### src/rtl/json_feed_sequencer.sv
// Feeds one JSON document from BRAM to the parser core byte by byte and
// reports how parsing ended along with the number of bytes the parser took.
module json_feed_sequencer #(
  parameter int unsigned ADDR_W        = 16,
  parameter int unsigned LEN_W         = 16,
  parameter int unsigned DRAIN_TIMEOUT = 64
) (
  input  logic              clk,
  input  logic              rst,
  input  logic              start,
  input  logic              abort,
  input  logic [ADDR_W-1:0] base_addr,
  input  logic [LEN_W-1:0]  doc_len,
  output logic              busy,
  output logic              done,
  output logic [1:0]        status,
  output logic [LEN_W-1:0]  bytes_consumed,
  output logic              mem_en,
  output logic [ADDR_W-1:0] mem_addr,
  input  logic [7:0]        mem_data,
  output logic              par_rst,
  output logic [7:0]        par_byte,
  output logic              par_valid,
  input  logic              par_ready,
  input  logic              par_doc_end,
  input  logic              par_error
);

  localparam int unsigned TMR_W = $clog2(DRAIN_TIMEOUT + 1);

  localparam logic [1:0] ST_OK        = 2'd0;
  localparam logic [1:0] ST_PARSE_ERR = 2'd1;
  localparam logic [1:0] ST_TRUNC     = 2'd2;
  localparam logic [1:0] ST_ABORT     = 2'd3;

  typedef enum logic [2:0] {IDLE, CLEAR, STREAM, DRAIN, DONE} seqStateT;

  seqStateT          state;
  logic [ADDR_W-1:0] baseAddr;
  logic [LEN_W-1:0]  docLen;
  logic [LEN_W-1:0]  issued;
  logic [LEN_W-1:0]  xferCnt;
  logic [TMR_W-1:0]  drainCnt;
  logic              inFlight;
  logic              tailValid;
  logic [7:0]        tailByte;

  logic              xferNow;
  logic [LEN_W-1:0]  xferNext;
  logic [2:0]        pending;
  logic              termNow;
  logic [1:0]        termStatus;
  logic              headValidNext;
  logic [7:0]        headByteNext;
  logic              tailValidNext;
  logic [7:0]        tailByteNext;

  assign xferNow  = par_valid && par_ready;
  assign xferNext = xferCnt + LEN_W'(xferNow);
  assign pending  = 3'(par_valid) + 3'(tailValid) + 3'(inFlight);

  // Read issue counts this cycle's pop as free space, so two entries sustain 1 byte/cycle.
  assign mem_en   = (state == STREAM) && (issued < docLen) && (pending < (3'd2 + 3'(xferNow)));
  assign mem_addr = mem_en ? (baseAddr + ADDR_W'(issued)) : '0;

  // Two-entry FIFO: head is the par_byte/par_valid register, tail sits behind it.
  always_comb begin
    headValidNext = par_valid;
    headByteNext  = par_byte;
    tailValidNext = tailValid;
    tailByteNext  = tailByte;
    if (xferNow) begin
      headValidNext = tailValid || inFlight;
      headByteNext  = tailValid ? tailByte : mem_data;
      tailValidNext = tailValid && inFlight;
      tailByteNext  = mem_data;
    end else if (inFlight) begin
      if (!par_valid) begin
        headValidNext = 1'b1;
        headByteNext  = mem_data;
      end else begin
        tailValidNext = 1'b1;
        tailByteNext  = mem_data;
      end
    end
  end

  // Termination priority: abort, parser error, document end, drain timeout.
  always_comb begin
    termNow    = 1'b0;
    termStatus = ST_OK;
    if (state == CLEAR || state == STREAM || state == DRAIN) begin
      if (abort) begin
        termNow    = 1'b1;
        termStatus = ST_ABORT;
      end else if (par_error) begin
        termNow    = 1'b1;
        termStatus = ST_PARSE_ERR;
      end else if (par_doc_end) begin
        termNow    = 1'b1;
        termStatus = ST_OK;
      end else if (state == DRAIN && drainCnt == TMR_W'(DRAIN_TIMEOUT - 1)) begin
        termNow    = 1'b1;
        termStatus = ST_TRUNC;
      end
    end
  end

  always_ff @(posedge clk) begin
    if (rst) begin
      state          <= IDLE;
      busy           <= 1'b0;
      done           <= 1'b0;
      status         <= ST_OK;
      bytes_consumed <= '0;
      par_rst        <= 1'b0;
      par_valid      <= 1'b0;
      par_byte       <= '0;
      baseAddr       <= '0;
      docLen         <= '0;
      issued         <= '0;
      xferCnt        <= '0;
      drainCnt       <= '0;
      inFlight       <= 1'b0;
      tailValid      <= 1'b0;
      tailByte       <= '0;
    end else begin
      par_rst <= 1'b0;
      done    <= 1'b0;
      case (state)
        IDLE: begin
          if (start) begin
            baseAddr       <= base_addr;
            docLen         <= doc_len;
            issued         <= '0;
            xferCnt        <= '0;
            drainCnt       <= '0;
            busy           <= 1'b1;
            status         <= ST_OK;
            bytes_consumed <= '0;
            if (doc_len == '0) begin
              state  <= DONE;
              done   <= 1'b1;
              status <= ST_TRUNC;
            end else begin
              state   <= CLEAR;
              par_rst <= 1'b1;
            end
          end
        end
        CLEAR, STREAM, DRAIN: begin
          if (termNow) begin
            // Flush the FIFO and drop any read still returning.
            state          <= DONE;
            done           <= 1'b1;
            status         <= termStatus;
            bytes_consumed <= xferNext;
            par_valid      <= 1'b0;
            tailValid      <= 1'b0;
            inFlight       <= 1'b0;
          end else begin
            xferCnt   <= xferNext;
            issued    <= issued + LEN_W'(mem_en);
            inFlight  <= mem_en;
            par_valid <= headValidNext;
            par_byte  <= headByteNext;
            tailValid <= tailValidNext;
            tailByte  <= tailByteNext;
            if (state == CLEAR) begin
              state <= STREAM;
            end else if (state == STREAM && xferNext == docLen) begin
              state    <= DRAIN;
              drainCnt <= TMR_W'(1);
            end else if (state == DRAIN) begin
              drainCnt <= drainCnt + TMR_W'(1);
            end
          end
        end
        DONE: begin
          busy  <= 1'b0;
          state <= IDLE;
        end
        default: state <= IDLE;
      endcase
    end
  end

endmodule

### config.mk
export PLATFORM = sky130hd
export DESIGN_NAME = json_feed_sequencer
export DESIGN_NICKNAME = d
export VERILOG_FILES = /design/src/rtl/json_feed_sequencer.sv
export SDC_FILE = /design/constraint.sdc
export NUM_CORES = 1
export LEC_CHECK = 0
export CAP_MARGIN = 20
export CORE_UTILIZATION = 26
export CTS_BUF_LIST = sky130_fd_sc_hd__clkbuf_4 sky130_fd_sc_hd__clkbuf_8 sky130_fd_sc_hd__clkbuf_16
export CTS_CLUSTER_DIAMETER = 120
export DETAILED_ROUTE_END_ITERATION = 10
export GPL_TIMING_DRIVEN = 0
export PLACE_DENSITY_LB_ADDON = 0.12
export SYNTH_ARGS = -nofsm -noshare
export SYNTH_HDL_FRONTEND = slang
export SYNTH_SLANG_ARGS = --single-unit
### constraint.sdc
create_clock -name clk -period 3.9 [get_ports clk]
set_clock_uncertainty 0.15 [all_clocks]
set_input_delay 0.78 -clock clk [delete_from_list [all_inputs] [get_ports clk]]
set_output_delay 0.78 -clock clk [all_outputs]
set_load 0.02 [all_outputs]
# Yosys cells after proc, flatten, opt, wreduce, memory -nomap -nowiden
# Cells that the tools add are included.
[totals]
in_bits = 47
regBits = 114
output_inout_bits = 47
word_cells = 126
[classes]
n_addsub = 7
n_lt_le_gt_ge = 2
muxes = 56
n_reduce_logical = 29
bitwise = 3
n_eq_ne = 13
[ops]
columns = ["cell", "count"]
rows = [
  ["one-hot mux 16 bit (2 select lines)", 3],
  ["2-to-1 mux 16 bit", 5],
  ["2-to-1 mux 8 bit", 7],
  ["2-to-1 mux 7 bit", 5],
  ["adder 16 x 1 -> 16 bit", 2],
  ["2-to-1 mux 1 bit", 18],
  ["adder 16 bit", 1],
  ["equality test 16 bit", 1],
  ["zero test 16 bit", 1],
  ["< comparator 16 bit", 1],
  ["2-to-1 mux 2 bit", 8],
  ["2-to-1 mux 3 bit", 5],
  ["one-hot mux 7 bit (2 select lines)", 1],
  ["AND reduction 3 bit", 3],
  ["inequality test 2 bit, second input constant", 4],
  ["AND reduction 2 bit", 4],
  ["AND reduction 4 bit", 2],
  ["nonzero test 2 bit", 4],
  ["adder 7 x 1 -> 7 bit, second input constant", 1],
  ["equality test 7 x 6 -> 1 bit, second input constant", 1],
  ["equality test 3 x 2 -> 1 bit, second input constant", 2],
  ["logical AND 1 bit", 6],
  ["one-hot mux 3 bit (2 select lines)", 1],
  ["nonzero test 3 bit", 2],
  ["other kinds (16)", 22],
]

# Depth between registers and ports, before layout
# Gate-level depths: netlist of the first run.
[depth]
ltp_word = 9
depth_mapped = 15
mapped_depth_nobuf = 15

# Least setup slack after synthesis of the first run
# Ideal clock, no wire load.
[synth_timing]
path_kind = "input to register"
start = "input par_ready"
end = "register drainCnt[1]"
cell_stages = 11
setup_ns = 0.072
n_path_buf = 1
required_time_ns = 3.678
arrival_ns = 3.200
slack_ns = 0.478
cell_sequence = "and2_1 > clkbuf_1 > ha_1 > nand4_2 > nor4_4 > nor3b_1 > or4_4 > nor4_4 > nand3_2 > nand2_2 > mux2i_1"
[synth_between]
elab_chain_cells = 8
elab_cells_between_ends = 10
classes_between = "add/sub: 1; eq/ne: 2; mux: 4; reduce/logical: 3"
[synth_lines]
columns = ["element", "line_no", "rtl"]
rows = [
  ["start: declaration", "24", "input logic par_ready,"],
  ["logical AND 1 bit (*)", "58", "assign xferNow = par_valid && par_ready;"],
  ["adder 16 x 1 -> 16 bit (*)", "59", "assign xferNext = xferCnt + LEN_W'(xferNow);"],
  ["equality test 16 bit (*)", "171", "end else if (state == STREAM && xferNext == docLen) begin"],
  ["logical AND 1 bit (*)", "171", ""],
  ["2-to-1 mux 7 bit", "171", ""],
  ["2-to-1 mux 7 bit", "169", "if (state == CLEAR) begin"],
  ["2-to-1 mux 7 bit", "152", "if (termNow) begin"],
  ["one-hot mux 7 bit (2 select lines)", "130", "case (state)"],
  ["end signal: assignment", "175", "drainCnt <= drainCnt + TMR_W'(1);"],
  ["end: declaration", "43", "logic [TMR_W-1:0] drainCnt;"],
]
# Mark *: on every way between the ends. The rest lies on a longest branch, timed or not. The select of a mux whose other input is x is not followed.
# A chain may end at the register's enable or synchronous reset.

# Worst setup path in the final report of the first run
[layout_timing]
start = "register issued[0]"
end = "output mem_addr[14]"
[layout_between]
elab_chain_cells = 4
elab_cells_between_ends = 5
classes_between = "add/sub: 1; order compare: 1; mux: 1; reduce/logical: 2"
[layout_lines]
columns = ["element", "line_no", "rtl"]
rows = [
  ["start: declaration", "41", "logic [LEN_W-1:0] issued;"],
  ["start signal: assignment", "163", "issued <= issued + LEN_W'(mem_en);"],
  ["< comparator 16 bit", "63", "assign mem_en = (state == STREAM) && (issued < docLen) && (pending < (3'd2 + 3'(xferNow)));"],
  ["logical AND 1 bit (2 in series)", "63", ""],
  ["2-to-1 mux 16 bit (*)", "64", "assign mem_addr = mem_en ? (baseAddr + ADDR_W'(issued)) : '0;"],
  ["end: declaration", "19", "output logic [ADDR_W-1:0] mem_addr,"],
]
# Mark *: on every way between the ends. The rest lies on a longest branch, timed or not.

==> qor.csv, run 1 <==
stage;metric;value;unit
die;initial core utilization;26.4;%
pwr;clock share of power;43.5;%
final_layout;commonest non-fill, non-tap cells in the layout;nand2_1 (109), dfxtp_1 (104), nor2_1 (94);
placement;dpl hpwl;16400;um
synth;register area share after synthesis;34.4;%
pwr;switching share of power;32.8;%
die;# rows;58;
pwr;Pwr Total;3.80;mW
setup_path;Worst R2R Setup Slack;470;ps
final_layout;Syn-to-layout area delta;33.2;%
global_routing;Tot GR Track Use;17.0;%
clock_network;Clock Path Buffers;2;
global_routing;first-pass GRT wire length;33900;um
synth;Area contributors post-synth;dfxtp_1 (34%), a21oi_1 (6.9%), ha_1 (6.6%);
detailed_routing;# DRC;0;
detailed_routing;WL/cell;16.7;um
pwr;Switch Pwr;1.25;mW
run_status;outcome;finished clean;
setup_path;reg2reg path depth;17;
setup_path;Crit path max-delay family;compound AO/OA/AOI/OAI gates;
clock_network;TritonCTS clock tree;yes;
setup_path;Crit path arrival time;2890;ps
detailed_routing;via count;6222;
die;# IOs;94;
setup_path;Reg2Reg Capture Point;issued[13]$_SDFFE_PP0P_;
final_layout;share of post-route cells with drive strength above 1;12.9;%
synth;Yosys reg bits;114;
setup_path;CP max stage delay;400;ps
setup_path;CP startpoint kind;flip-flop;
timing;Setup-failing EPs final;0;
timing;fin crit period;3820;ps
global_routing;pin count of the biggest net entering global routing;17;
global_routing;total grt overflow;0;
placement;RD Place Congestion;0.805;
die;Die Wd;162;um
global_routing;antenna violations before repair;0;
synth;asr flop ratio synth;0;%
placement;PortBufs;92;
pwr;Logic pwr share;22.2;%
timing;max-slew headroom at the worst pin;36.7;%
synth;cell count after synthesis;839;
clock_network;Num CTS Buffers;17;
synth;cell taking the most area after synthesis;dfxtp_1;
synth;post-synth top area share;34.4;%
synth;Synth Flop Type;dfxtp_1;
synth;Syn Area/Cell;7.91;sq um
synth;synth unique cells;66;
clock_network;Clock transition at path regs;60;ps
pwr;Sequential Power Share;34.3;%
timing;RSZ-0062 raised after global routing;true;
final_layout;commonest non-fill, non-tap cell in the layout;nand2_1;
die;core area;25100;sq um
setup_path;stages on the worst setup path;11;
timing;Hold Fails Final Rpt;0;
synth;synthesis warning total;0;
setup_path;CP Data Required Time;2970;ps
final_layout;nets;1047;
pwr;VDD IR-drop max;0.205;mV
detailed_routing;vias per inst;4.76;
detailed_routing;number of routed nets with antenna violations;0;
setup_path;critical path peak fanout;5;
setup_path;Reg-to-Reg Start;docLen[9]$_SDFFE_PP0P_;
pwr;Leak Pwr;3.24;nW
timing;pins over their slew limit;0;
setup_path;CP max-delay cell;fa_2;
worst_hold_path;hold crit path type;reg -> reg;
worst_hold_path;Hold Path Cell Cnt;2;
die;die span in y;162;um
detailed_routing;First-pass DRT Iterations;4;
pwr;Pwr per Cell Area;429;nW/um^2
die;Die Area;26200;sq um
detailed_routing;1st-iter DRT viols;267;
clock_network;cts hold-fix bufs;0;
detailed_routing;WL final;21800;um
synth;netlist area before placement;6640;sq um
final_layout;fill count;2719;
clock_network;clk sinks;114;
pwr;Int Pwr;2.55;mW
global_routing;number of global-route vias before repair;5994;
setup_path;Critical Path Start;issued[0]$_SDFFE_PP0P_;
worst_hold_path;critical hold path startpoint;drainCnt[6]$_SDFFE_PP0P_;
clock_network;clk_lat worst skew;420;ps
worst_hold_path;Hold Path Sink;drainCnt[6]$_SDFFE_PP0P_;
synth;Synth Net Count;923;
setup_path;Setup crit end kind;primary output;
setup_path;critical path cell sequence;ha_4, fa_2, a211oi_2, o21bai_1, a31oi_2, o21ai_2, o21ba_4, a31oi_4, xor2_1, nor2_1, buf_4;
clock_network;Root Driver;clkbuf_16;
timing;actual slew at the worst max-slew pin;946;ps
synth;Post-synth EDFFs;0;
timing;period utilization;97.8;%
setup_path;Bufs and invs on worst path;1;
setup_path;Crit Path Class;reg -> out;
final_layout;Inserted Diodes;0;
timing;TNS Setup;0;ps
clock_network;H-Tree Depth;4;
flow_run;Max Cap Violations;0;
timing;Achievable Freq;262;MHz
## sequential cells by signal, indices dropped and copies added (netlist names)
| signal | cells |
|---|---|
| par_byte | 8 |
| issued | 16 |
| drainCnt | 7 |
| busy | 1 |
| tailValid | 1 |
| tailByte | 8 |
| done | 1 |
| bytes_consumed | 16 |
| xferCnt | 16 |
| inFlight | 1 |
| par_rst | 1 |
| docLen | 16 |
| par_valid | 1 |
| state | 3 |
| status | 2 |
| baseAddr | 16 |
## cells in the mapped netlist (all sizes together), types with 5 or more instances
library cell	n
inv	29
or3	9
nand4	16
o31ai	5
xnor2	26
and3	9
nand3	24
mux2i	21
nor2b	5
nand2	111
buf	11
clkbuf	39
nor3	30
a21oi	92
nor2	95
a21o	5
xor2	24
a31oi	7
ha	35
o21ai	33
a211oi	14
nor4	14
and2	7
dfxtp	114
## cell families after synthesis
family	Yosys count	synth area share, %
adder cells (fa/ha/maj)	37	7.20
XOR/XNOR	54	7.95
flip-flops	114	34.4
multiplexers	21	3.17
AND/OR/NAND/NOR	344	25.4
AO/OA/AOI/OAI	190	17.1
buffers and inverters	79	4.79
## layout make-up
| class | instances | area (sq um) | area share (%) |
|---|---|---|---|
| sequential | 114 | 2310 | 26.1 |
| clock buffer | 18 | 439 | 4.97 |
| inverter | 29 | 113 | 1.27 |
| tap | 330 | 413 | 4.67 |
| timing repair buffer | 107 | 987 | 11.2 |
| clock inverter | 14 | 181 | 2.05 |
| multi-input combinational | 646 | 4200 | 47.5 |
| buffer | 48 | 205 | 2.32 |
## worst max-delay path by stage
stage,slack (ps),endpoint
after floorplan,480,drainCnt[1]$_SDFFE_PP0P_
after global placement,-970,mem_addr[10]
after detailed placement,-980,mem_addr[8]
after CTS,2,mem_addr[8]
after global routing,-60,mem_addr[0]
final,80,mem_addr[14]
## per-stage QoR
stage          cell area, sq um  hold WS [ps]  std cells  setup WS, ps  utilization, %
3_3_place_gp               7970           274       1261          -966            31.8
5_1_grt                    8840           327       1306         -56.7            35.2
6_report                   8840           283       1306          84.6            35.2
3_5_place_dp               7970           270       1261          -983            31.8
4_1_cts                    8680           283       1299          1.96            34.6
2_1_floorplan              6640           258        839           478               -
## power groups by stage
stage,sequential [mW],clock [mW],combinational (mW)
3_3_place_gp,1.33,0,0.828
6_report,1.30,1.65,0.844
2_1_floorplan,1.31,0,0.520
4_1_cts,1.30,1.69,0.835
3_5_place_dp,1.33,0,0.826
5_1_grt,1.31,1.74,0.946
## repair_timing
item	CTS	global route
pin swaps	10	18
setup endpoints to repair	32	25
resized for setup	62	61
setup buffers	7	8
## layer usage
metal	track usage, %	vias to the layer above	wire [um]
met3	3.22	10	804
met5	0	-	0
met2	27.3	94	10000
met1	23.1	2914	10800
li1	-	3204	-
met4	4.46	0	172
## worst register-to-register path, cell delays in order (launching register included)
cell and delay, ps:
dfxtp_4 390, inv_1 60, ha_1 300, a21o_1 160, a221o_1 300, a21oi_2 140, o21ai_1 80, a21oi_1 150
o211ai_1 110, buf_4 180, clkinvlp_4 110, buf_4 130, ha_1 180, nand4_1 280, nor2_1 260, nand3_1 120
xor2_1 170, nor2_1 50
Note: power is estimated with default switching activity, not from simulation.
==> run 2: changes to the inputs <==
SLEW_MARGIN = 5   (was unset)
==> results of run 2 <==
Final layout, timing and power as in run 1 (identical DEF).
==> run 3: changes to the inputs <==
PLACE_DENSITY = 0.48   (was unset)
PLACE_DENSITY_LB_ADDON = unset   (was 0.12)
==> run 3 against run 2 <==
Cell count rose by 0.23%. Die area did not move. Critical path type unchanged. Via count rose by 2.0%. Total power fell by 2.2%. Hold slack improved by 4.0 ps. Core utilization fell by 0.10 points. Combinational power barely moved.
==> qor.csv, run 3 (synthesis results as in run 1) <==
stage;metric;value;unit;change
detailed_routing;# DRC;0;;unchanged
final_layout;nets;1051;;was 1047
placement;RD Place Congestion;0.818;;was 0.805
detailed_routing;number of routed nets with antenna violations;0;;unchanged
detailed_routing;Highest Signal Layer;met4;;unchanged
global_routing;pin count of the biggest net entering global routing;17;;unchanged
pwr;VDD IR-drop max;0.281;mV;was 0.205 mV
final_layout;commonest non-fill, non-tap cells in the layout;nand2_1 (109), dfxtp_1 (102), nor2_1 (94);;was nand2_1 (109), dfxtp_1 (104), nor2_1 (94)
detailed_routing;First-pass DRT Iterations;5;;was 4
setup_path;critical path peak fanout;5;;unchanged
detailed_routing;via count;6345;;was 6222
clock_network;cts hold-fix bufs;0;;unchanged
pwr;Leak Pwr;3.26;nW;was 3.24 nW
detailed_routing;met3 routed wirelength;689;um;was 804 um
final_layout;fill count;2703;;was 2719
run_status;outcome;finished clean;;unchanged
detailed_routing;vias per inst;4.85;;was 4.76
die;die span in y;162;um;unchanged
global_routing;Tot GR Track Use;16.7;%;was 17.0%
timing;Hold Fails Final Rpt;0;;unchanged
clock_network;Root Driver;clkbuf_16;;unchanged
setup_path;Setup crit end kind;primary output;;unchanged
global_routing;number of global-route vias before repair;5949;;was 5994
detailed_routing;Metal-1 WL;10500;um;was 10800 um
clock_network;H-Tree Depth;4;;unchanged
final_layout;Syn-to-layout area delta;32.8;%;was 33.2%
clock_network;clk sinks;114;;unchanged
timing;period utilization;97.5;%;was 97.8%
clock_network;TritonCTS clock tree;yes;;unchanged
timing;Setup-failing EPs final;0;;unchanged
pwr;Pwr per Cell Area;421;nW/um^2;was 429 nW/um^2
timing;max-slew headroom at the worst pin;42.2;%;was 36.7%
global_routing;antenna violations before repair;0;;unchanged
timing;final setup margin;99.2;ps;was 84.6 ps
timing;Achievable Freq;263;MHz;was 262 MHz
die;core area;25100;sq um;unchanged
detailed_routing;1st-iter DRT viols;377;;was 267
timing;pins over their slew limit;0;;unchanged
timing;fin crit period;3800;ps;was 3820 ps
setup_path;Crit path arrival time;2870;ps;was 2890 ps
clock_network;Num CTS Buffers;17;;unchanged
global_routing;first-pass GRT wire length;33500;um;was 33900 um
flow_run;Max Cap Violations;0;;unchanged
die;# IOs;94;;unchanged
die;# rows;58;;unchanged
die;initial core utilization;26.4;%;unchanged
die;Die Area;26200;sq um;unchanged
final_layout;Inserted Diodes;0;;unchanged
setup_path;Crit Path Class;reg -> out;;unchanged
final_layout;share of post-route cells with drive strength above 1;13.4;%;was 12.9%
setup_path;CP Data Required Time;2970;ps;about the same
placement;dpl hpwl;16000;um;was 16400 um
die;Die Wd;162;um;unchanged
timing;actual slew at the worst max-slew pin;864;ps;was 946 ps
placement;PortBufs;92;;unchanged
placement;pre-CTS setup slack;-901;ps;was -983 ps
detailed_routing;WL met2;10100;um;was 10000 um
final_layout;commonest non-fill, non-tap cell in the layout;nand2_1;;unchanged
setup_path;CP startpoint kind;flip-flop;;unchanged
timing;TNS Setup;0;ps;unchanged
worst_hold_path;hold crit path type;reg -> reg;;unchanged
global_routing;total grt overflow;0;;unchanged
detailed_routing;WL/cell;16.5;um;was 16.7 um
clock_network;clk_lat worst skew;420;ps;about the same
placement;Area after DPL;7970;sq um;unchanged
final_layout;post-route cell area;8810;sq um;was 8840 sq um
detailed_routing;WL final;21600;um;was 21800 um
clock_network;Clock Path Buffers;2;;unchanged
clock_network;Clock transition at path regs;50;ps;was 60 ps
-- run 3: final timing paths --
path / start / endpoint / slack [ps] / cells past startpoint
setup / recovery: issued[4]$_SDFFE_PP0P_ / mem_addr[15] / 100 / 10
hold reg to reg: drainCnt[6]$_SDFFE_PP0P_ / drainCnt[6]$_SDFFE_PP0P_ / 290 / 2
hold / removal: drainCnt[6]$_SDFFE_PP0P_ / drainCnt[6]$_SDFFE_PP0P_ / 290 / 2
setup reg to reg: state[2]$_SDFFE_PP0P_ / issued[13]$_SDFFE_PP0P_ / 570 / 11
-- run 3: final cells by class --
type	instances	area, sq um	share of cell area, %
multi-input cells	646	4190	47.6
repair buffers	111	995	11.3
clock buffers	22	488	5.54
inverters	29	113	1.28
flip-flops and latches	114	2300	26.1
plain buffers	48	205	2.33
clock inverters	9	105	1.19
well taps	330	413	4.68
-- run 3: what timing repair did --
| action | 4_1_cts | 5_1_grt |
|---|---|---|
| pin swaps | 12 | 10 |
| buffers inserted | 15 | 4 |
| resized for setup | 65 | 50 |
| setup endpoints to repair | 27 | 25 |
-- run 3: critical path, stage by stage, from the launching register on --
cell      delay [ps]
dfxtp_2          350
ha_1             340
or2_1            240
a21oi_2          180
o31ai_2          100
o211ai_1         280
o21ai_1          140
o21a_1           190
or3_1            320
a21oi_2          150
buf_4            150
-- run 3: routing by layer --
| layer | vias to the layer above | GRT usage, % |
|---|---|---|
| li1 | 3210 | - |
| met1 | 3001 | 22.7 |
| met2 | 112 | 26.8 |
| met3 | 22 | 3.14 |
| met4 | 0 | 4.33 |
| met5 | - | 0 |
-- run 3: per-stage QoR --
stage	instances	utilization, %	power [mW]	hold slack (ps)
finish	1309	35.1	3.71	287
global route	1309	35.1	3.92	309
CTS	1306	34.7	3.73	284
detailed placement	1261	31.8	2.14	276
global placement	1261	31.8	2.14	277
floorplan	839	-	1.83	258
-- run 3: power breakdown --
part	internal, mW	switching (mW)	leakage [nW]
clock	1.01	0.564	0.283
sequential	1.23	0.0657	0.930
combinational	0.289	0.554	2.04
